[config.mk]
export PLATFORM = sky130hd
export DESIGN_NAME = fp32_div_seq
export DESIGN_NICKNAME = d
export VERILOG_FILES = /design/src/rtl/fp_pkg.sv /design/src/rtl/fp_round_rne.sv /design/src/rtl/fp32_div_seq.sv
export SDC_FILE = /design/constraint.sdc
export NUM_CORES = 1
export LEC_CHECK = 0
export ABC_AREA = 0
export BUFFER_PORTS_ARGS = -buffer_cell sky130_fd_sc_hd__buf_2
export CORE_MARGIN = 2
export CORE_UTILIZATION = 30
export DETAILED_ROUTE_END_ITERATION = 12
export GPL_TIMING_DRIVEN = 0
export MAX_ROUTING_LAYER = met4
export PLACE_DENSITY = 0.44
export SETUP_SLACK_MARGIN = 0.4
export SYNTH_ARGS = -nofsm -noshare
export SYNTH_HDL_FRONTEND = slang
export SYNTH_SLANG_ARGS = --single-unit
[constraint.sdc]
create_clock -name clk -period 4.7 [get_ports clk]
set_input_delay 0.235 -clock clk [delete_from_list [all_inputs] [get_ports clk]]
set_output_delay 0.235 -clock clk [all_outputs]
set_load 0.01 [all_outputs]
[src/rtl/fp_pkg.sv]
// -----------------------------------------------------------------------------
// fp_pkg
// Shared definitions for the FPU datapaths (multiplier and divider):
//   - IEEE-754 single-precision field widths and exponent bias
//   - canonical quiet NaN and +infinity encodings
//   - divider FSM state encoding
//   - fp_unpack(): splits a packed word into sign/exponent/fraction and
//     classifies it. Denormals are reported as zero because the datapaths
//     flush them.
// -----------------------------------------------------------------------------
package fp_pkg;

  localparam int EXP_W  = 8;
  localparam int FRAC_W = 23;
  localparam int BIAS   = 127;
  localparam int WORD_W = 1 + EXP_W + FRAC_W;

  localparam logic [WORD_W-1:0] QNAN    = 32'h7FC0_0000;
  localparam logic [WORD_W-1:0] POS_INF = 32'h7F80_0000;

  typedef enum logic [1:0] {
    IDLE,
    SPECIAL,
    DIVIDE,
    ROUND
  } state_t;

  typedef struct packed {
    logic              sign;
    logic [EXP_W-1:0]  expo;
    logic [FRAC_W-1:0] frac;
    logic              is_zero;  // exponent field 0 (true zero or flushed denormal)
    logic              is_inf;
    logic              is_nan;
  } fp_fields_t;

  function automatic fp_fields_t fp_unpack(input logic [WORD_W-1:0] x);
    fp_fields_t f;
    f.sign    = x[WORD_W-1];
    f.expo    = x[WORD_W-2:FRAC_W];
    f.frac    = x[FRAC_W-1:0];
    f.is_zero = (f.expo == '0);
    f.is_inf  = (f.expo == '1) && (f.frac == '0);
    f.is_nan  = (f.expo == '1) && (f.frac != '0);
    return f;
  endfunction

endpackage

[src/rtl/fp_round_rne.sv]
// -----------------------------------------------------------------------------
// fp_round_rne
// Combinational round-to-nearest-even and pack stage.
// The caller supplies an already normalised significand (hidden bit implied,
// only the stored fraction is passed), guard and sticky bits, and a biased
// exponent in two extra bits of signed headroom.
// Ports:
//   sign       result sign
//   frac       normalised fraction before rounding
//   guard      first bit below the fraction LSB
//   sticky     OR of every bit below guard (including any remainder)
//   exp_in     biased exponent, signed, EXP_W+2 bits
//   result     packed IEEE word (saturates to +/-inf or +/-0)
//   overflow   exponent reached the all-ones field after rounding
//   underflow  exponent at or below zero after rounding; result flushed
// -----------------------------------------------------------------------------
module fp_round_rne
  import fp_pkg::*;
#(
  parameter int EXP_W  = fp_pkg::EXP_W,
  parameter int FRAC_W = fp_pkg::FRAC_W
) (
  input  logic                     sign,
  input  logic [FRAC_W-1:0]        frac,
  input  logic                     guard,
  input  logic                     sticky,
  input  logic signed [EXP_W+1:0]  exp_in,
  output logic [EXP_W+FRAC_W:0]    result,
  output logic                     overflow,
  output logic                     underflow
);

  localparam int E_W = EXP_W + 2;
  localparam logic signed [E_W-1:0] EXP_MAX  = E_W'((2 ** EXP_W) - 1);
  localparam logic signed [E_W-1:0] EXP_ZERO = '0;

  logic                  round_up;
  logic [FRAC_W:0]       frac_inc;
  logic signed [E_W-1:0] exp_fin;

  // Ties go to the even fraction: a halfway case only rounds up when LSB is 1.
  assign round_up = guard & (sticky | frac[0]);
  assign frac_inc = {1'b0, frac} + {{FRAC_W{1'b0}}, round_up};

  // A carry out of the fraction means the significand became 10.000...;
  // the low fraction bits are already zero, so only the exponent moves.
  assign exp_fin = exp_in + $signed({{(E_W-1){1'b0}}, frac_inc[FRAC_W]});

  assign overflow  = (exp_fin >= EXP_MAX);
  assign underflow = (exp_fin <= EXP_ZERO);

  always_comb begin
    if (overflow) begin
      result = {sign, {EXP_W{1'b1}}, {FRAC_W{1'b0}}};
    end else if (underflow) begin
      result = {sign, {(EXP_W+FRAC_W){1'b0}}};
    end else begin
      result = {sign, exp_fin[EXP_W-1:0], frac_inc[FRAC_W-1:0]};
    end
  end

endmodule

[src/rtl/fp32_div_seq.sv]
// -----------------------------------------------------------------------------
// fp32_div_seq
// Sequential IEEE-754 single-precision divider (FPU divide unit).
// Restoring radix-2 significand division producing one quotient bit per
// clock, followed by a round-to-nearest-even stage. Denormal inputs are
// treated as zero; underflowing results are flushed to zero.
// Ports:
//   clk               rising-edge clock
//   reset             asynchronous, active-high reset (aborts any operation)
//   start             operand-valid pulse, only looked at while idle
//   A, B              dividend and divisor
//   busy              high from the cycle after start is accepted until done
//   done              one-cycle pulse; result and flags valid from then on
//   result            quotient, held until the next accepted start
//   overflow_flag     result overflowed to infinity
//   underflow_flag    result flushed to zero
//   div_by_zero_flag  finite nonzero divided by zero
//   invalid_flag      NaN operand, 0/0 or inf/inf
// Latency: special operands 2 cycles, normal operands 29 cycles.
// -----------------------------------------------------------------------------
module fp32_div_seq
  import fp_pkg::*;
#(
  parameter int EXP_W  = fp_pkg::EXP_W,
  parameter int FRAC_W = fp_pkg::FRAC_W,
  parameter int BIAS   = fp_pkg::BIAS
) (
  input  logic                  clk,
  input  logic                  reset,
  input  logic                  start,
  input  logic [EXP_W+FRAC_W:0] A,
  input  logic [EXP_W+FRAC_W:0] B,
  output logic                  busy,
  output logic                  done,
  output logic [EXP_W+FRAC_W:0] result,
  output logic                  overflow_flag,
  output logic                  underflow_flag,
  output logic                  div_by_zero_flag,
  output logic                  invalid_flag
);

  localparam int DW     = 1 + EXP_W + FRAC_W;
  localparam int MANT_W = FRAC_W + 1;           // significand with hidden bit
  localparam int R_W    = FRAC_W + 2;           // remainder, one bit headroom
  localparam int Q_W    = FRAC_W + 4;           // 1 int + FRAC_W + guard + 2 extra
  localparam int E_W    = EXP_W + 2;            // signed exponent headroom
  localparam int CNT_W  = $clog2(Q_W);

  // ---------------------------------------------------------------------------
  // Operand classification (combinational, used in the accept cycle)
  // ---------------------------------------------------------------------------
  fp_fields_t fa, fb;
  assign fa = fp_unpack(A);
  assign fb = fp_unpack(B);

  logic                  sign_in;
  logic                  is_special;
  logic                  spec_invalid;
  logic                  spec_dz;
  logic [DW-1:0]         spec_result;
  logic signed [E_W-1:0] exp_start;

  assign sign_in   = fa.sign ^ fb.sign;
  assign exp_start = $signed({2'b00, fa.expo}) - $signed({2'b00, fb.expo})
                   + $signed(E_W'(BIAS));

  // NOTE: every output of a combinational block is given a default first so
  // no path leaves it unassigned, which would otherwise infer a latch.
  always_comb begin
    is_special   = fa.is_zero | fa.is_inf | fa.is_nan |
                   fb.is_zero | fb.is_inf | fb.is_nan;
    spec_invalid = 1'b0;
    spec_dz      = 1'b0;
    spec_result  = {sign_in, {(DW-1){1'b0}}};
    if (fa.is_nan || fb.is_nan || (fa.is_zero && fb.is_zero) ||
        (fa.is_inf && fb.is_inf)) begin
      spec_invalid = 1'b1;
      spec_result  = QNAN;
    end else if (fa.is_inf) begin
      // inf / finite (including inf / 0): signed infinity, no flag.
      spec_result = POS_INF | {sign_in, {(DW-1){1'b0}}};
    end else if (fb.is_zero) begin
      spec_dz     = 1'b1;
      spec_result = POS_INF | {sign_in, {(DW-1){1'b0}}};
    end
    // Remaining cases (0 / nonzero, finite / inf) keep the signed-zero default.
  end

  // ---------------------------------------------------------------------------
  // Registers
  // ---------------------------------------------------------------------------
  state_t                state, state_next;
  logic                  sign_q;
  logic [R_W-1:0]        rem_q;
  logic [MANT_W-1:0]     div_q;
  logic [Q_W-1:0]        quo_q;
  logic [CNT_W-1:0]      cnt_q;
  logic signed [E_W-1:0] exp_q;
  logic [DW-1:0]         spec_result_q;
  logic                  spec_invalid_q;
  logic                  spec_dz_q;

  // ---------------------------------------------------------------------------
  // One restoring-division step
  // ---------------------------------------------------------------------------
  logic           rem_ge;
  logic [R_W-2:0] rem_sub;

  assign rem_ge  = (rem_q >= {1'b0, div_q});
  // After a conditional subtract the remainder is below the divisor, so its
  // top bit is always clear and can be dropped before the left shift.
  assign rem_sub = rem_ge ? (R_W-1)'(rem_q - {1'b0, div_q}) : rem_q[R_W-2:0];

  // ---------------------------------------------------------------------------
  // Normalisation ahead of rounding
  // ---------------------------------------------------------------------------
  logic [FRAC_W-1:0]     frac_pre;
  logic                  guard_pre;
  logic                  sticky_pre;
  logic signed [E_W-1:0] exp_pre;
  logic                  rem_nz;
  logic [DW-1:0]         rnd_result;
  logic                  rnd_ovf;
  logic                  rnd_unf;

  assign rem_nz = |rem_q;

  // The quotient of two significands in [1,2) lies in (0.5,2): its MSB tells
  // whether a one-bit normalising shift (and exponent decrement) is needed.
  always_comb begin
    frac_pre   = quo_q[Q_W-2:3];
    guard_pre  = quo_q[2];
    sticky_pre = (|quo_q[1:0]) | rem_nz;
    exp_pre    = exp_q;
    if (!quo_q[Q_W-1]) begin
      frac_pre   = quo_q[Q_W-3:2];
      guard_pre  = quo_q[1];
      sticky_pre = quo_q[0] | rem_nz;
      exp_pre    = exp_q - E_W'(1);
    end
  end

  fp_round_rne #(
    .EXP_W  (EXP_W),
    .FRAC_W (FRAC_W)
  ) u_round (
    .sign      (sign_q),
    .frac      (frac_pre),
    .guard     (guard_pre),
    .sticky    (sticky_pre),
    .exp_in    (exp_pre),
    .result    (rnd_result),
    .overflow  (rnd_ovf),
    .underflow (rnd_unf)
  );

  // ---------------------------------------------------------------------------
  // FSM
  // ---------------------------------------------------------------------------
  // NOTE: clocked blocks use non-blocking assignments so every register
  // samples pre-edge values regardless of statement or block ordering.
  always_ff @(posedge clk or posedge reset) begin
    if (reset) state <= IDLE;
    else       state <= state_next;
  end

  always_comb begin
    state_next = state;
    case (state)
      IDLE:    if (start) state_next = is_special ? SPECIAL : DIVIDE;
      SPECIAL: state_next = IDLE;
      DIVIDE:  if (cnt_q == '0) state_next = ROUND;
      ROUND:   state_next = IDLE;
      default: state_next = IDLE;
    endcase
  end

  // ---------------------------------------------------------------------------
  // Datapath and outputs
  // ---------------------------------------------------------------------------
  always_ff @(posedge clk or posedge reset) begin
    if (reset) begin
      busy             <= 1'b0;
      done             <= 1'b0;
      result           <= '0;
      overflow_flag    <= 1'b0;
      underflow_flag   <= 1'b0;
      div_by_zero_flag <= 1'b0;
      invalid_flag     <= 1'b0;
      sign_q           <= 1'b0;
      rem_q            <= '0;
      div_q            <= '0;
      quo_q            <= '0;
      cnt_q            <= '0;
      exp_q            <= '0;
      spec_result_q    <= '0;
      spec_invalid_q   <= 1'b0;
      spec_dz_q        <= 1'b0;
    end else begin
      done <= 1'b0;
      case (state)
        IDLE: begin
          if (start) begin
            busy             <= 1'b1;
            result           <= '0;
            overflow_flag    <= 1'b0;
            underflow_flag   <= 1'b0;
            div_by_zero_flag <= 1'b0;
            invalid_flag     <= 1'b0;
            sign_q           <= sign_in;
            rem_q            <= {2'b01, fa.frac};
            div_q            <= {1'b1, fb.frac};
            quo_q            <= '0;
            cnt_q            <= CNT_W'(Q_W - 1);
            exp_q            <= exp_start;
            spec_result_q    <= spec_result;
            spec_invalid_q   <= spec_invalid;
            spec_dz_q        <= spec_dz;
          end
        end
        SPECIAL: begin
          result           <= spec_result_q;
          invalid_flag     <= spec_invalid_q;
          div_by_zero_flag <= spec_dz_q;
          done             <= 1'b1;
          busy             <= 1'b0;
        end
        DIVIDE: begin
          rem_q <= {rem_sub, 1'b0};
          quo_q <= {quo_q[Q_W-2:0], rem_ge};
          cnt_q <= cnt_q - CNT_W'(1);
        end
        ROUND: begin
          result         <= rnd_result;
          overflow_flag  <= rnd_ovf;
          underflow_flag <= rnd_unf;
          done           <= 1'b1;
          busy           <= 1'b0;
        end
        default: ;
      endcase
    end
  end

endmodule

==> results of run 1 <==
## layout by cell type, fill, tap and decap left out, types with 9 or more instances in the layout
cell type  netlist  layout
xnor2_1         40      40
buf_4            1      25
buf_2            6     107
nor2b_1         15      13
o21a_1          11      11
xor2_1          24      24
nand3_1         19      18
dfrtp_1        136     136
and3_1          11      11
mux2i_1         27      27
clkbuf_1        42      39
o211ai_1         9       9
inv_1           56      55
clkbuf_16        0      17
nor2_1          57      55
nor4_1          26      26
nand2b_1        11      10
nand4_1         16      16
nor3_1          22      21
ha_1            39      37
o21ai_0         82      82
a22o_1          36      36
a211oi_1        17      15
o22ai_1         25      25
a21oi_1         68      68
nand2_1        117     117
## timing repair
action	in CTS	in global routing
buffers inserted	18	7
resized for setup	36	8
hold endpoints to repair	71	0
cloned	2	0
pin swaps	36	12
endpoints found under the setup margin	33	32
hold buffers	1	0
## registers in the layout, summed over array words and instances, names as in the netlist, 2 cells and up
signal         count
cnt_q              5
div_q             24
exp_q             10
quo_q             27
rem_q             25
result            32
spec_result_q      3
state              2
## through the flow
stage	util	power, uW	instance area (um2)	std cells	setup WS, ns
floorplan	-	5920	9100	1041	0.419
global placement	0.340	7260	10100	1534	-1.14
detailed placement	0.341	7260	10100	1535	-1.15
CTS	0.374	9000	11100	1588	0.233
global route	0.377	9750	11200	1596	0.142
finish	0.377	8960	11200	1596	0.347
## power by group through the flow
stage | clock, uW | combinational (uW) | sequential [uW]
2_1_floorplan | 0 | 3830 | 2080
3_3_place_gp | 0 | 5110 | 2150
3_5_place_dp | 0 | 5110 | 2150
4_1_cts | 1580 | 5280 | 2130
5_1_grt | 1630 | 5910 | 2220
6_report | 1540 | 5270 | 2140
## layout make-up
class,count,area share
Sequential cell,136,0.304
Inverter,58,0.0199
Tap cell,390,0.0436
Clock buffer,17,0.0380
Buffer,62,0.0288
Clock inverter,15,0.0214
Antenna cell,1,0.000224
Timing Repair Buffer,132,0.0703
Multi-Input combinational cell,785,0.474
## how the worst min path moves through the flow
| stage | startpoint | end | slack, ns | cells past startpoint |
|---|---|---|---|---|
| final | B[15] | div_q[15] | 0.02 | 3 |
| after global placement | div_q[23] | div_q[23] | 0.44 | 2 |
| after detailed placement | reset | done | 0.41 | 2 |
| after global routing | B[7] | div_q[7] | 0.03 | 3 |
| after floorplan | B[0] | div_q[0] | 0.34 | 2 |
| after CTS | B[15] | div_q[15] | 0.006 | 3 |
## worst min-delay path, cell delays in order
cell	delay (ns)
buf_2	0.09
nand2_1	0.04
o21ai_0	0.06
## routing by layer
layer  track usage  vias to the layer above  part of all wire
li1              -                     4089                 -
met1         0.252                     3989              0.47
met2         0.313                      187              0.47
met3        0.0288                       34             0.036
met4        0.0603                        0             0.023
met5             -                        -                 0
## cells by family (layout without fill, tap and decap cells)
| group | count (synthesis) | after routing | share of synthesized area |
|---|---|---|---|
| AND/OR/NAND/NOR | 331 | 331 | 0.181 |
| multiplexers | 33 | 33 | 0.0371 |
| flip-flops | 136 | 136 | 0.374 |
| other | 0 | 1 | 0 |
| adder cells (fa/ha/maj) | 41 | 41 | 0.0580 |
| XOR/XNOR | 67 | 67 | 0.0678 |
| buffers and inverters | 120 | 284 | 0.0551 |
| AO/OA/AOI/OAI | 313 | 313 | 0.227 |
==> impl_metrics.tcl, run 1 <==
set metrics [dict create \
    leakagePower_uw 0.00494 \
    r2r_end "result[22]" \
    pwr-share-seq 0.239 \
    rr_startpoint "quo_q[26]" \
    path_max_fanout 10 \
    reg2reg_depth 16 \
    drtAntennaViolNets 0 \
    die_height_um 178 \
    clkPwrFrac 0.172 \
    p_comb_frac 0.589 \
    avgSynthCellArea_um2 8.74 \
    yosysWarnings 0 \
    path_delay_family "compound AO/OA/AOI/OAI gates" \
    worst_pin_slew_ns 1.22 \
    h-tree-depth 4 \
    grt_max_degree 73 \
    hold_viol 0 \
    post-dp-hpwl_um 21800 \
    finClkSkew_ns 0.0180 \
    critPathArrivalTime_ns 4.66 \
    internal_power_uw 4900 \
    max_stage_delay_ns 0.49 \
    synthesis.area_um2 9100 \
    period_share 0.926 \
    synthTopCellsByArea "dfrtp_1 (37%), ha_1 (5.4%), nand2_1 (4.8%)" \
    dr.pass1.iters 5 \
    start_util 0.306 \
    final_max_slew_viol_count 0 \
    antenna_found_initial 1 \
    die_w_um 178 \
    endpoint_kind "register" \
    grt_usage 0.194 \
    clock_latency_ns 0.43 \
    ir_worst_vdd_mv 0.281 \
    max_cap_violations 0 \
    async_flop_share 1.00 \
    port_buffers 103 \
    fillers 3075 \
    hp-class "in2reg" \
    numCtsBuffers 17 \
    die-area_um2 31700 \
    grt_pass1_vias 8304 \
    setup_violations 0 \
    synth_top_area_share 0.374 \
    multiInputGateArea_um2 5300 \
    synth_top_flop_cell "dfrtp_1" \
    path_class "reg2reg" \
    synth.most_common_cell "dfrtp_1" \
    tns_ns 0 \
    synth_cell_types 72 \
    drc 0 \
    detail_route.wl_per_cell_um 18.2 \
    cp_cell_sequence "buf_6, buf_8, clkbuf_4, clkbuf_4, buf_4, clkbuf_4, mux2_2, ha_1, nand3_1, a2111oi_4, nor4b_4, and3_1, nand4_1, a211oi_2, xnor2_1, a221o_1" \
    dr_total_vias 8299 \
    wirelength_um 29100 \
    viasPerCell 5.20 \
    cts_buffer_depth 2 \
    grt_pass1_wl_um 46200 \
    area_delta_synth_final_pct 23.0 \
    endpoint "result[22]" \
    crit_start "quo_q[26]" \
    cellPowerDensity_nw_per_um2 800 \
    first_iter_violations 510 \
    worst_ep_required_time_ns 5.01 \
    syn_inst 1041 \
    synth_common_cells "dfrtp_1 (136), nand2_1 (117), o21ai_0 (82), a21oi_1 (68), nor2_1 (57)" \
    drive_gt1_frac 0.183 \
    cts_root_buf "clkbuf_16" \
    hold_slack_ns 0.0187 \
    rsz0062_at_grt "yes" \
    ios 105 \
    relSlewSlack 0.177 \
    synth_fp_nets 1149 \
    worst_setup_path_start_kind "register" \
    gp_congestion 0.878 \
    crit_path_frequent_cell "clkbuf_4" \
    synth_edf_count 0 \
    core.rowCount 63 \
    finalNetCount 1300 \
    regArea_um2 3400 \
    ys_seq_area_frac 0.374 \
    swShare 0.452 \
    path_depth 16 \
    synth_seq_cells 136 \
    globalRoute.totalOverflow 0 \
    rrSetupSlack_ns 0.35 \
    core_um2 29700 \
    status "finished clean" \
    clock.fmax_mhz 230 \
    switchingPower_uw 4050 \
    worst-path-buf-inv 6 \
    clk_pin_slew_worst_paths_ns 0.07 \
    fin_crit_ns 4.35 \
    yosysTopAreaCell "dfrtp_1" \
    clock-sinks 136 \
    cts_tree "done" \
    cp_slowest_cell "a2111oi_4" \
]
Power figures use the tool's default switching activity.
==> run 2: changes to the inputs <==
--- a/config.mk
+++ b/config.mk
@@ -13,5 +13,5 @@
 export GPL_TIMING_DRIVEN = 0
 export MAX_ROUTING_LAYER = met4
-export PLACE_DENSITY = 0.44
+export PLACE_DENSITY = 0.43
 export SETUP_SLACK_MARGIN = 0.4
 export SYNTH_ARGS = -nofsm -noshare
==> constraint.sdc (replaced) <==
create_clock -name clk -period 4.4 [get_ports clk]
set_input_delay 0.88 -clock clk [delete_from_list [all_inputs] [get_ports clk]]
set_output_delay 0.88 -clock clk [all_outputs]
set_load 0.01 [all_outputs]
==> run 2 against run 1 <==
Effect of this change:
- utilization grew 0.12 points
- global-route usage grew 0.33 points
- critical endpoint is now result[0]
- combinational power grew 8.3%
- critical path type unchanged
- critical path depth grew 5
- non-clock buffer count shrank 1
- sequential power grew 7%
- clock power grew 3%
- worst setup slack lost 0.075 ns
- cell area grew 0.31%
- register-to-register slack lost 0.08 ns
- largest power group unchanged
- clock skew grew 0.0014 ns
==> impl_metrics.tcl, run 2 (synthesized netlist as in run 1, its figures left out) <==
set metrics [dict create \
    grt-busiest-layer "met2" \
    rrSetupSlack_ns 0.27 \
    pwr-share-seq 0.240 \
    post-dp-hpwl_um 22300 \
    cts_root_buf "clkbuf_16" \
    worst_pin_slew_ns 0.856 \
    die-area_um2 31700 \
    h-tree-depth 4 \
    dr.pass1.iters 5 \
    layout_common_cells "dfrtp_1 (136), nand2_1 (116), buf_2 (107), o21ai_0 (81), a21oi_1 (68)" \
    area_delta_synth_final_pct 23.4 \
    viasPerCell 5.16 \
    clkPwrFrac 0.165 \
    numCtsBuffers 17 \
    die_w_um 178 \
    drc 0 \
    fillers 3098 \
    hold_viol 0 \
    fin_crit_ns 4.13 \
    reg_top3 "result: 32 flops, quo_q: 27 flops, rem_q: 25 flops" \
    worst_ep_required_time_ns 4.71 \
    core.rowCount 63 \
    port_buffers 103 \
    grt_pass1_vias 8104 \
    period_share 0.938 \
    cts_buffer_depth 2 \
    post-place-ws_ns -0.808 \
    core_um2 29700 \
    regMostFlops "result" \
    ios 105 \
    cts_tree "done" \
    setup_violations 0 \
    globalRoute.totalOverflow 0 \
    swShare 0.455 \
    layout.cells.most_common "dfrtp_1" \
    p_comb_frac 0.595 \
    grt_use_met3 0.0290 \
    final_max_slew_viol_count 0 \
    leakagePower_uw 0.00491 \
    relSlewSlack 0.429 \
    grt_use_met1 0.273 \
    ir_worst_vdd_mv 0.365 \
    clk_pin_slew_worst_paths_ns 0.07 \
    cellPowerDensity_nw_per_um2 855 \
    grt_max_degree 37 \
    antenna_found_initial 0 \
    critPathArrivalTime_ns 4.43 \
    tns_ns 0 \
    max_cap_violations 0 \
    endpoint_kind "register" \
    path_max_fanout 6 \
    finClkSkew_ns 0.0194 \
    internal_power_uw 5230 \
    gp_congestion 0.837 \
    dr_total_vias 8222 \
    largest_reg_flops 32 \
    status "finished clean" \
    drive_gt1_frac 0.190 \
    switchingPower_uw 4360 \
    path_class "reg2reg" \
    hp-class "in2async" \
    path_delay_family "simple AND/OR/NAND/NOR gates" \
    cp_cell_sequence "buf_6, buf_8, nand2b_4, a2111oi_4, nand4_1, nor3_2, nand3_1, nor3b_2, ha_2, ha_4, nor2b_4, mux2i_2, nor2_2, xnor2_1, o31ai_4, buf_4, nand4_1, nor3b_4, buf_12, buf_6, a22o_1" \
    hold_buffers 0 \
    reg2reg_depth 21 \
    finalNetCount 1299 \
    die_height_um 178 \
    path_depth 21 \
    fin_ws_ns 0.272 \
    worst-path-buf-inv 5 \
    clock.fmax_mhz 242 \
    grt_usage 0.197 \
    rsz0062_at_grt "yes" \
    clock-sinks 136 \
    worst_setup_path_start_kind "register" \
    r2r_end "result[0]" \
    rr_startpoint "quo_q[26]" \
    grt_pass1_wl_um 46700 \
    first_iter_violations 411 \
    detail_route.wl_per_cell_um 18.6 \
    start_util 0.306 \
    drtAntennaViolNets 0 \
    cp_slowest_cell "dfrtp_1" \
    wirelength_um 29600 \
    antenna_cells 0 \
    use_met2 0.303 \
    clock_latency_ns 0.43 \
    max_stage_delay_ns 0.37 \
]
==> run 2: how the worst max path moves through the flow <==
| stage | startpoint | endpoint | slack, ns |
|---|---|---|---|
| after CTS | quo_q[26] | result[18] | 0.22 |
| after floorplan | quo_q[26] | result[10] | 0.42 |
| final | quo_q[26] | result[0] | 0.27 |
| after global placement | quo_q[26] | result[22] | -0.80 |
| after detailed placement | quo_q[26] | result[22] | -0.81 |
| after global routing | quo_q[26] | result[20] | -0.04 |
==> run 2: final cells by class <==
class | instances | area [um2] | area share
flip-flops and latches | 136 | 3400 | 0.303
multi-input cells | 785 | 5340 | 0.475
clock inverters | 14 | 196 | 0.0175
inverters | 58 | 221 | 0.0197
clock buffers | 18 | 439 | 0.0391
well taps | 390 | 488 | 0.0435
repair buffers | 131 | 811 | 0.0722
plain buffers | 62 | 333 | 0.0296
==> run 2: repair_timing <==
action | CTS | global route
endpoints found under the setup margin | 33 | 32
cloned | 2 | 0
pin swaps | 39 | 11
setup buffers | 20 | 2
resized for setup | 29 | 16
==> run 2: stage by stage <==
stage	area (um2)	power (uW)	util	hold slack [ns]	instances
floorplan	9160	6360	-	0.418	1041
global placement	10200	7830	0.342	0.436	1534
detailed placement	10200	7840	0.345	0.444	1538
CTS	11200	9600	0.376	0.431	1592
global route	11200	10500	0.378	0.452	1594
finish	11200	9600	0.378	0.434	1594
==> run 2: metal layers <==
layer	wire [um]	vias up
li1	-	4086
met1	14700	3946
met2	13300	163
met3	1100	27
met4	478	0
met5	0	-
==> run 2: power groups by stage <==
stage / Sequential [uW] / Clock [uW] / Combinational [uW]
floorplan: 2230 / 0 / 4130
global placement: 2320 / 0 / 5510
detailed placement: 2310 / 0 / 5530
CTS: 2300 / 1620 / 5690
global route: 2380 / 1670 / 6410
finish: 2300 / 1580 / 5710
